### src/rtl/spi_deserializer.sv
// Serial-to-parallel word assembler for the SPI slave datapath.
// Completed words go out through a valid/ready handshake; a word that finds the output still occupied is dropped and flagged.
module spi_deserializer #(
  parameter int WIDTH     = 10,
  parameter bit MSB_FIRST = 1'b1,
  parameter int CNT_W     = $clog2(WIDTH)
) (
  input  logic             clk,
  input  logic             rst_n,
  input  logic             frame_start,
  input  logic             en,
  input  logic             serial_in,
  input  logic             out_ready,
  output logic [WIDTH-1:0] parallel_out,
  output logic             out_valid,
  output logic             EOC,
  output logic             overrun,
  output logic [CNT_W-1:0] bit_cnt
);

  logic [WIDTH-1:0] shreg;
  logic [WIDTH-1:0] word_nxt;
  logic             shift;
  logic             done;

  assign shift = en && !frame_start;
  assign done  = shift && (bit_cnt == CNT_W'(WIDTH - 1));

  // word_nxt already contains the bit being sampled, so a completing word is built on the same edge.
  generate
    if (MSB_FIRST) begin : g_msb
      assign word_nxt = {shreg[WIDTH-2:0], serial_in};
    end else begin : g_lsb
      always_comb begin
        word_nxt          = shreg;
        word_nxt[bit_cnt] = serial_in;
      end
    end
  endgenerate

  always_ff @(posedge clk or negedge rst_n) begin
    if (!rst_n) begin
      shreg        <= '0;
      bit_cnt      <= '0;
      parallel_out <= '0;
      out_valid    <= 1'b0;
      EOC          <= 1'b0;
      overrun      <= 1'b0;
    end else begin
      EOC <= done;

      if (frame_start || done) begin
        shreg   <= '0;
        bit_cnt <= '0;
      end else if (en) begin
        shreg   <= word_nxt;
        bit_cnt <= bit_cnt + CNT_W'(1);
      end

      // A same-cycle accept frees the slot, so the new word may replace the outgoing one.
      if (done) begin
        if (!out_valid || out_ready) begin
          parallel_out <= word_nxt;
          out_valid    <= 1'b1;
        end else begin
          overrun <= 1'b1;
        end
      end else if (out_valid && out_ready) begin
        out_valid <= 1'b0;
      end

      if (frame_start) overrun <= 1'b0;
    end
  end

endmodule

### config.mk
export PLATFORM = sky130hd
export DESIGN_NAME = spi_deserializer
export DESIGN_NICKNAME = d
export VERILOG_FILES = /design/src/rtl/spi_deserializer.sv
export SDC_FILE = /design/constraint.sdc
export NUM_CORES = 1
export LEC_CHECK = 0
export BUFFER_PORTS_ARGS = -buffer_cell sky130_fd_sc_hd__buf_2
export CAP_MARGIN = 40
export CORE_ASPECT_RATIO = 0.75
export CORE_MARGIN = 2
export CORE_UTILIZATION = 45
export CTS_CLUSTER_SIZE = 12
export DETAILED_ROUTE_END_ITERATION = 12
export GPL_ROUTABILITY_DRIVEN = 1
export MAX_ROUTING_LAYER = met4
export PLACE_DENSITY = 0.67
export SKIP_CTS_REPAIR_TIMING = 1
export SLEW_MARGIN = 20
export SYNTH_ARGS = -nofsm -noshare
export SYNTH_HDL_FRONTEND = slang
export SYNTH_SLANG_ARGS = --single-unit
### constraint.sdc
create_clock -name clk -period 5.1 [get_ports clk]
set_input_delay 0.51 -clock clk [delete_from_list [all_inputs] [get_ports clk]]
set_output_delay 0.51 -clock clk [all_outputs]
set_load 0.02 [all_outputs]
==> results of run 1 <==
-- power by group through the flow --
stage / Sequential (µW) / Clock [µW] / Combinational, µW
floorplan: 217 / 0 / 8.16
global placement: 215 / 0 / 20.1
detailed placement: 215 / 0 / 20.8
CTS: 212 / 106 / 20.8
global route: 212 / 114 / 22.7
finish: 212 / 102 / 20.1
-- cell families after synthesis --
group | count (synthesis) | share of synthesized area (%)
xor+xnor | 1 | 0.846
fa+ha+maj | 2 | 2.42
flops | 26 | 62.8
simple gates | 15 | 10.9
buf+inv | 2 | 0.724
compound gates | 13 | 10.4
mux | 11 | 12.0
-- sequential cells by signal, indices dropped and copies added, names as in the netlist --
name	count
parallel_out	10
bit_cnt	4
out_valid	1
EOC	1
shreg	9
overrun	1
-- cells in the mapped netlist, drive strengths merged --
master,count
nand2,3
xor2,1
inv,1
nor3,2
a31oi,1
a211o,1
mux2,11
ha,2
nor2b,1
nor2,4
clkbuf,1
nand2b,1
and3b,1
nand4,1
nand3b,1
a22o,9
o31ai,1
or2,1
a21oi,1
dfrtp,26
-- area by class of cell --
class | count | area share [%]
clock buffer | 4 | 3.00
multi-input combinational | 42 | 31.2
tap | 25 | 2.59
inverter | 1 | 0.310
sequential | 26 | 53.8
timing repair buffer | 22 | 9.10
-- routing by layer --
metal,global-route usage (%),vias up,routed length (µm)
li1,-,306,-
met5,-,-,0
met4,5.45,0,14
met2,20.9,20,769
met3,6.25,2,95
met1,20.1,319,832
-- worst paths after layout --
kind / slack [ns] / start / end
max: 3.26 / bit_cnt[1]$_DFFE_PN0P_ / parallel_out[9]$_DFFE_PN0P_
min: 0.16 / rst_n / shreg[4]$_DFFE_PN0P_
max reg2reg: 3.26 / bit_cnt[1]$_DFFE_PN0P_ / parallel_out[9]$_DFFE_PN0P_
min reg2reg: 0.52 / parallel_out[6]$_DFFE_PN0P_ / parallel_out[6]$_DFFE_PN0P_
max in group asynchronous: 4.57 / rst_n / shreg[1]$_DFFE_PN0P_
min in group clk: 0.40 / frame_start / bit_cnt[2]$_DFFE_PN0P_
-- metrics by stage --
| step | std cells | total power (µW) | cell area, µm² |
|---|---|---|---|
| 2_1_floorplan | 70 | 225 | 1040 |
| 3_3_place_gp | 116 | 235 | 1170 |
| 3_5_place_dp | 116 | 236 | 1170 |
| 4_1_cts | 120 | 338 | 1210 |
| 5_1_grt | 120 | 349 | 1210 |
| 6_report | 120 | 334 | 1210 |
==> impl_metrics.json, run 1 <==
{
  "worstPathRequired_ns": 5.32,
  "vias": 647,
  "firstDrtPassIters": 4,
  "synth.top_cells.by_area": "sky130_fd_sc_hd__dfrtp_1 (63%), sky130_fd_sc_hd__mux2_2 (12%), sky130_fd_sc_hd__a22o_1 (7.6%), sky130_fd_sc_hd__ha_1 (2.4%), sky130_fd_sc_hd__nand3b_4 (1.9%)",
  "count_of_nets_after_finishing": 104,
  "pwr_density_cell_nw_per_um2": 276,
  "switching_share_pct": 22.5,
  "cts_inserted_buffers": 3,
  "final-seq-area_um2": 651,
  "synthesis.instances": 70,
  "hold_viol": 0,
  "internal-power_uw": 259,
  "post-synth-top-area-cell": "sky130_fd_sc_hd__dfrtp_1",
  "reg2reg_depth": 5,
  "criticalPathCategory": "reg2reg",
  "p_seq_share_pct": 63.4,
  "clkSlewWorstSetupHoldPaths_ns": 0.14,
  "synth.yosys.seq_area_share_pct": 62.8,
  "synthToLayoutAreaGrowth_pct": 16.8,
  "critical_path.top_delay_family": "simple AND/OR/NAND/NOR gates",
  "layout.cells.most_common": "sky130_fd_sc_hd__dfrtp_1",
  "die_height_um": 45.6,
  "dpl.hpwl_um": 1210,
  "timing.clock.skew_ns": 0.00587,
  "clock_tree_from_tritoncts": "built",
  "worst_setup_path_end_kind": "flip-flop",
  "grt_start_max_net_pins": 27,
  "max-vdd-ir-drop_v": 0.000179,
  "die_w_um": 59.4,
  "global_route.usage.total_pct": 15.2,
  "number_of_maximum_capacitance_violations": 0,
  "fp.coreArea_um2": 2230,
  "share_clk_of_total_power_pct": 30.6,
  "drc": 0,
  "timing.fmax_mhz": 545,
  "timing.final.max_slew_violations": 0,
  "leakage_uw": 0.000676,
  "clock_period_minus_worst_slack_ns": 1.84,
  "worstPathMaxFanout": 10,
  "critical-path-max-stage-delay_ns": 0.48,
  "synth_seq_cells": 26,
  "netlist_area_um2": 1040,
  "clock-root-buffer": "sky130_fd_sc_hd__clkbuf_4",
  "globalplace.congestion": 0.871,
  "worst_skew_late_latency_ns": 0.32,
  "layout_common_cells": "sky130_fd_sc_hd__dfrtp_1 (26), sky130_fd_sc_hd__buf_2 (22), sky130_fd_sc_hd__mux2_2 (11)",
  "multi_input_area_um2": 378,
  "grt_first_pass_wirelength_um": 2880,
  "yosysWarningCount": 0,
  "clock_sink_count": 26,
  "timing.critical_path.buf_inv": 1,
  "ioPinCount": 23,
  "numPortBuffers": 22,
  "max-clock-path-buffers": 2,
  "crit_chain": "inv_1 -> ha_1 -> nand3b_4 -> nor3_4 -> mux2_2",
  "rsz0062_at_grt": "no",
  "timing.critical_path.from_type": "flip-flop",
  "per_instance_average_area_after_synthesis_um2": 14.8,
  "floorplan.die_area_um2": 2710,
  "h_tree_lvl_count": 1,
  "synthesized_netlist_net_count": 78,
  "initial_utilization_pct": 46.4,
  "setup_viol": 0,
  "global_route.overflow_total": 0,
  "totalNegativeSetupSlack_ns": 0,
  "post_route_fraction_of_the_period_consumed_by_the_critical_path_pct": 36.0,
  "critPathArrivalTime_ns": 2.05,
  "grt_antenna_before_repair": 0,
  "fillers": 192,
  "drt_iter0_drc": 6,
  "finalWirelength_um": 1710,
  "hp-class": "in2async",
  "comb_power_share_pct": 6.0,
  "distinct_cell_type_count_after_synthesis": 22,
  "switching_power_uw": 75.0,
  "post_route_cells_drive_above_1_share_pct": 46.3,
  "number_of_logic_stages_on_the_critical_path_including_buffering": 5,
  "critical-path-slowest-cell": "sky130_fd_sc_hd__nor3_4",
  "run_status": "finished clean",
  "post-route-worst-setup-slack_ns": 3.26,
  "antenna_violating_nets_post_route": 0,
  "placementRows": 15,
  "final.hold.worst_slack_ns": 0.161,
  "detail_route.vias_per_cell": 5.39,
  "transition_time_of_the_tightest_slew_check_pin_ns": 0.671,
  "grt_pass1_vias": 638,
  "n_antenna_cell": 0,
  "synth_top_area_share_pct": 62.8,
  "remaining_max_slew_budget_at_the_tightest_pin_pct": 55.1,
  "pre_cts_slack_ns": 3.28,
  "wire_per_inst_um": 14.3,
  "final_util_pct": 54.2
}
No activity file was read; power rests on OpenSTA's default activity.
==> inputs of run 2 (changes only) <==
==> constraint.sdc (replaced) <==
create_clock -name clk -period 1.85 [get_ports clk]
set_input_delay 0.185 -clock clk [delete_from_list [all_inputs] [get_ports clk]]
set_output_delay 0.185 -clock clk [all_outputs]
set_load 0.02 [all_outputs]
==> run 2 against run 1 <==
Net effect:
- die area unchanged
- final cell count increased by 4.2%
- utilization increased by 1.8 points
- worst setup slack got worse by 3.1 ns
- sequential power increased to 2.7 times the previous value
- critical path type unchanged
- critical endpoint is now parallel_out[4]$_DFFE_PN0P_
- largest cell class unchanged
==> impl_metrics.json, run 2 (synthesized netlist as in run 1, its figures left out) <==
{
  "switching_share_pct": 21.8,
  "h_tree_lvl_count": 1,
  "drt_iter0_drc": 8,
  "run_status": "finished clean",
  "detail_route.vias_per_cell": 5.22,
  "crit_chain": "inv_1 -> ha_1 -> nand3b_4 -> nor3_4 -> buf_4 -> mux2_2",
  "critPathArrivalTime_ns": 1.88,
  "fillers": 194,
  "place.detailed.instances": 120,
  "vias": 652,
  "finalWirelength_um": 1670,
  "number_of_flip_flops_under_the_largest_register_name": 10,
  "hold_viol": 0,
  "global_route.overflow_total": 0,
  "wire_per_inst_um": 13.4,
  "internal-power_uw": 720,
  "max-vdd-ir-drop_v": 0.000513,
  "leakage_uw": 0.000701,
  "post_route_fraction_of_the_period_consumed_by_the_critical_path_pct": 90.5,
  "number_of_maximum_capacitance_violations": 0,
  "comb_power_share_pct": 6.9,
  "hp-class": "in2reg",
  "worst_setup_path_end_kind": "flip-flop",
  "post_route_cells_drive_above_1_share_pct": 48.0,
  "grt_pass1_vias": 605,
  "drc": 0,
  "clock-root-buffer": "sky130_fd_sc_hd__clkbuf_4",
  "placementRows": 15,
  "totalNegativeSetupSlack_ns": 0,
  "antenna_violating_nets_post_route": 0,
  "transition_time_of_the_tightest_slew_check_pin_ns": 0.546,
  "layout.cells.most_common": "sky130_fd_sc_hd__dfrtp_1",
  "setup_viol": 0,
  "synthToLayoutAreaGrowth_pct": 20.7,
  "grt_start_max_net_pins": 27,
  "grt_antenna_before_repair": 0,
  "firstDrtPassIters": 3,
  "die_height_um": 45.6,
  "floorplan.die_area_um2": 2710,
  "final.hold.worst_slack_ns": 0.0780,
  "critical-path-max-stage-delay_ns": 0.44,
  "finish.cell_count_without_fillers": 125,
  "dpl.hpwl_um": 1270,
  "numPortBuffers": 22,
  "grt_first_pass_wirelength_um": 2810,
  "timing.clock.skew_ns": 0.00521,
  "die_w_um": 59.4,
  "initial_utilization_pct": 46.4,
  "clock_period_minus_worst_slack_ns": 1.67,
  "switching_power_uw": 200,
  "layout_common_cells": "sky130_fd_sc_hd__dfrtp_1 (26), sky130_fd_sc_hd__buf_2 (22), sky130_fd_sc_hd__mux2_2 (11)",
  "remaining_max_slew_budget_at_the_tightest_pin_pct": 63.6,
  "post-route-worst-setup-slack_ns": 0.177,
  "registers.top_by_ff_count": "parallel_out",
  "cts_inserted_buffers": 3,
  "global_route.usage.total_pct": 14.7,
  "pwr_density_cell_nw_per_um2": 736,
  "fp.coreArea_um2": 2230,
  "ioPinCount": 23,
  "worstPathMaxFanout": 10,
  "n_antenna_cell": 0,
  "clkSlewWorstSetupHoldPaths_ns": 0.13,
  "critical-path-slowest-cell": "sky130_fd_sc_hd__dfrtp_1",
  "layout_top_registers": "parallel_out (10), shreg (9), bit_cnt (4)",
  "clock_tree_from_tritoncts": "built",
  "pre_cts_slack_ns": 0.185,
  "timing.critical_path.from_type": "flip-flop",
  "count_of_nets_after_finishing": 109,
  "worstPathRequired_ns": 2.06,
  "share_clk_of_total_power_pct": 29.9,
  "rsz0062_at_grt": "no",
  "worst_skew_late_latency_ns": 0.31,
  "timing.fmax_mhz": 598,
  "globalplace.congestion": 0.870,
  "clock_sink_count": 26,
  "criticalPathCategory": "reg2reg",
  "max-clock-path-buffers": 2,
  "p_seq_share_pct": 63.2,
  "timing.final.max_slew_violations": 0
}
[run 2: cell count changes in the layout (fill, tap and decap cells not counted), sizes merged]
cell,delta
dlygate4sd3,+1
buf,+4
[run 2: power by group through the flow]
stage | combinational (µW) | sequential [µW] | clock, µW
final | 63.9 | 581 | 275
after global routing | 72.0 | 583 | 311
after CTS | 64.1 | 581 | 285
after detailed placement | 64.2 | 592 | 0
after global placement | 62.7 | 592 | 0
after floorplan | 22.5 | 598 | 0
[run 2: per-stage QoR]
stage                     area, µm²  util, %  power, µW
after floorplan                1040        -        621
after global placement         1200     53.9        655
after detailed placement       1200     53.9        656
after CTS                      1240     55.5        931
after global routing           1250     56.0        966
final                          1250     56.0        920
[run 2: routing by layer]
layer  vias to the layer above  global-route usage, %  share of wire (%)
li1                        316                      -                  -
met1                       319                   19.9                 51
met2                        15                   21.1                 43
met3                         2                   5.11                5.3
met4                         0                   4.09               0.84
met5                         -                      -                  0
[run 2: final timing paths]
check / cells past startpoint / slack [ns] / endpoint / startpoint
min in group asynchronous: 2 / 0.37 / parallel_out[6]$_DFFE_PN0P_ / rst_n
max: 6 / 0.18 / parallel_out[4]$_DFFE_PN0P_ / bit_cnt[1]$_DFFE_PN0P_
min reg2reg: 1 / 0.51 / parallel_out[5]$_DFFE_PN0P_ / parallel_out[5]$_DFFE_PN0P_
min: 2 / 0.08 / overrun$_DFFE_PN0P_ / frame_start
max in group asynchronous: 2 / 1.11 / shreg[3]$_DFFE_PN0P_ / rst_n
max reg2reg: 6 / 0.18 / parallel_out[4]$_DFFE_PN0P_ / bit_cnt[1]$_DFFE_PN0P_
[run 2: worst max-delay path, delay by kind of cell (launching register included)]
| kind | cells | cell delay, ns |
|---|---|---|
| mux | 1 | 0.35 |
| fa+ha+maj | 1 | 0.23 |
| flops | 1 | 0.44 |
| buf+inv | 2 | 0.27 |
| simple gates | 2 | 0.28 |
[run 2: final cells by class]
| class | instances | area [µm²] | area share [%] |
|---|---|---|---|
| Sequential cell | 26 | 651 | 52.1 |
| Clock buffer | 4 | 36.3 | 2.90 |
| Timing Repair Buffer | 27 | 150 | 12.0 |
| Tap cell | 25 | 31.3 | 2.50 |
| Multi-Input combinational cell | 42 | 378 | 30.2 |
| Inverter | 1 | 3.75 | 0.300 |
==> inputs of run 3 (changes only) <==
--- a/config.mk
+++ b/config.mk
@@ -16,7 +16,6 @@
 export MAX_ROUTING_LAYER = met4
 export PLACE_DENSITY = 0.67
 export SKIP_CTS_REPAIR_TIMING = 1
-export SLEW_MARGIN = 20
 export SYNTH_ARGS = -nofsm -noshare
 export SYNTH_HDL_FRONTEND = slang
 export SYNTH_SLANG_ARGS = --single-unit
==> constraint.sdc (replaced) <==
create_clock -name clk -period 1.85 [get_ports clk]
set_input_delay 0.37 -clock clk [delete_from_list [all_inputs] [get_ports clk]]
set_output_delay 0.37 -clock clk [all_outputs]
set_load 0.02 [all_outputs]
==> run 3 against run 2 <==
Net effect:
- non-clock buffer count shrank 3
- sequential power is essentially flat
- sequential cell count is the same
- clock power grew 3%
==> impl_metrics.json, run 3 (synthesized netlist as in run 1, its figures left out) <==
{
  "setup_viol": 0,
  "numPortBuffers": 22,
  "criticalPathCategory": "reg2reg",
  "drt_iter0_drc": 6,
  "transition_time_of_the_tightest_slew_check_pin_ns": 0.548,
  "grt_first_pass_wirelength_um": 2900,
  "global_route.usage.total_pct": 15.0,
  "h_tree_lvl_count": 1,
  "fillers": 190,
  "layout_common_cells": "sky130_fd_sc_hd__dfrtp_1 (26), sky130_fd_sc_hd__buf_2 (22), sky130_fd_sc_hd__mux2_2 (11)",
  "crit-reg2reg-launch": "bit_cnt[1]$_DFFE_PN0P_",
  "dpl.hpwl_um": 1270,
  "remaining_max_slew_budget_at_the_tightest_pin_pct": 63.5,
  "post_route_cells_drive_above_1_share_pct": 47.4,
  "clock-root-buffer": "sky130_fd_sc_hd__clkbuf_4",
  "critPathArrivalTime_ns": 1.90,
  "timing.critical_path.from_type": "flip-flop",
  "clock_tree_from_tritoncts": "built",
  "number_of_maximum_capacitance_violations": 0,
  "vias": 650,
  "leakage_uw": 0.000687,
  "r2r_setup_slack_ns": 0.16,
  "timing.final.max_slew_violations": 0,
  "n_antenna_cell": 0,
  "totalNegativeSetupSlack_ns": 0,
  "clock_period_minus_worst_slack_ns": 1.69,
  "placementRows": 15,
  "global_route.overflow_total": 0,
  "reg2reg_depth": 6,
  "worst_skew_late_latency_ns": 0.32,
  "detail_route.vias_per_cell": 5.33,
  "clock_sink_count": 26,
  "worstPathRequired_ns": 2.06,
  "cts_inserted_buffers": 3,
  "post_route_fraction_of_the_period_consumed_by_the_critical_path_pct": 91.4,
  "die_height_um": 45.6,
  "max-clock-path-buffers": 2,
  "worst_setup_path_end_kind": "flip-flop",
  "worstPathMaxFanout": 10,
  "timing.fmax_mhz": 592,
  "hold_viol": 0,
  "fp.coreArea_um2": 2230,
  "drc": 0,
  "final_util_pct": 54.8,
  "layout_top_registers": "parallel_out (10), shreg (9), bit_cnt (4)",
  "firstDrtPassIters": 3,
  "ioPinCount": 23,
  "number_of_flip_flops_under_the_largest_register_name": 10,
  "max-vdd-ir-drop_v": 0.000486,
  "rsz0062_at_grt": "no",
  "run_status": "finished clean",
  "finalWirelength_um": 1700,
  "initial_utilization_pct": 46.4,
  "antenna_violating_nets_post_route": 0,
  "count_of_nets_after_finishing": 106,
  "reg2reg_to": "parallel_out[8]$_DFFE_PN0P_",
  "timing.clock.skew_ns": 0.00702,
  "hp-class": "in2async",
  "globalplace.congestion": 0.850,
  "clkSlewWorstSetupHoldPaths_ns": 0.14,
  "grt_antenna_before_repair": 0,
  "pwr_density_cell_nw_per_um2": 752,
  "synthToLayoutAreaGrowth_pct": 18.2,
  "grt_start_max_net_pins": 27,
  "wire_per_inst_um": 13.9,
  "layout.cells.most_common": "sky130_fd_sc_hd__dfrtp_1",
  "registers.top_by_ff_count": "parallel_out",
  "die_w_um": 59.4,
  "grt_pass1_vias": 632,
  "floorplan.die_area_um2": 2710
}
[run 3: cell types whose count changed in the layout (fill, tap and decap cells not counted)]
cell	before	now
sky130_fd_sc_hd__dlygate4sd3_1	1	0
sky130_fd_sc_hd__buf_4	4	2
[run 3: metrics by stage]
step           std cells  hold WS (ns)  area, µm²  power, µW  setup WS (ns)
6_report             122        0.0170       1220        921          0.160
5_1_grt              122        0.0553       1220        957         0.0297
4_1_cts              122        0.0376       1220        933          0.164
3_5_place_dp         118         0.395       1190        653          0.187
3_3_place_gp         118         0.392       1190        651          0.234
2_1_floorplan         70        0.0744       1040        621          0.115
[run 3: worst max path at each step]
stage,to,slack [ns],cells after the start,from
2_1_floorplan,parallel_out[0]$_DFFE_PN0P_,0.11,4,bit_cnt[0]$_DFFE_PN0P_
3_3_place_gp,parallel_out[4]$_DFFE_PN0P_,0.23,6,bit_cnt[1]$_DFFE_PN0P_
3_5_place_dp,parallel_out[7]$_DFFE_PN0P_,0.19,6,bit_cnt[1]$_DFFE_PN0P_
4_1_cts,parallel_out[8]$_DFFE_PN0P_,0.16,6,bit_cnt[1]$_DFFE_PN0P_
5_1_grt,parallel_out[2]$_DFFE_PN0P_,0.03,6,bit_cnt[1]$_DFFE_PN0P_
6_report,parallel_out[8]$_DFFE_PN0P_,0.16,6,bit_cnt[1]$_DFFE_PN0P_
[run 3: layer usage]
| layer | vias up | GRT usage (%) | share of wire, % |
|---|---|---|---|
| li1 | 310 | - | - |
| met1 | 321 | 20.8 | 49 |
| met2 | 17 | 21.5 | 45 |
| met3 | 2 | 5.40 | 5.2 |
| met4 | 0 | 2.73 | 0.59 |
| met5 | - | - | 0 |
[run 3: area by class of cell]
type / count / area (µm²) / share of cell area (%)
Clock buffer: 4 / 36.3 / 2.96
Inverter: 1 / 3.75 / 0.306
Multi-Input combinational cell: 42 / 378 / 30.8
Sequential cell: 26 / 651 / 53.1
Tap cell: 25 / 31.3 / 2.55
Timing Repair Buffer: 24 / 125 / 10.2
[run 3: worst max-delay path: stages, from the launching register on]
cell and delay [ns]:
sky130_fd_sc_hd__dfrtp_1 0.44, sky130_fd_sc_hd__inv_1 0.07, sky130_fd_sc_hd__ha_1 0.23, sky130_fd_sc_hd__nand3b_4 0.11, sky130_fd_sc_hd__nor3_4 0.18, sky130_fd_sc_hd__buf_4 0.21, sky130_fd_sc_hd__mux2_2 0.35
[run 3: where the power goes]
| part | total (µW) | switching [µW] | internal (µW) |
|---|---|---|---|
| sequential | 583 | 7.39 | 575 |
| clock | 282 | 161 | 120 |
| combinational | 56.8 | 37.4 | 19.4 |
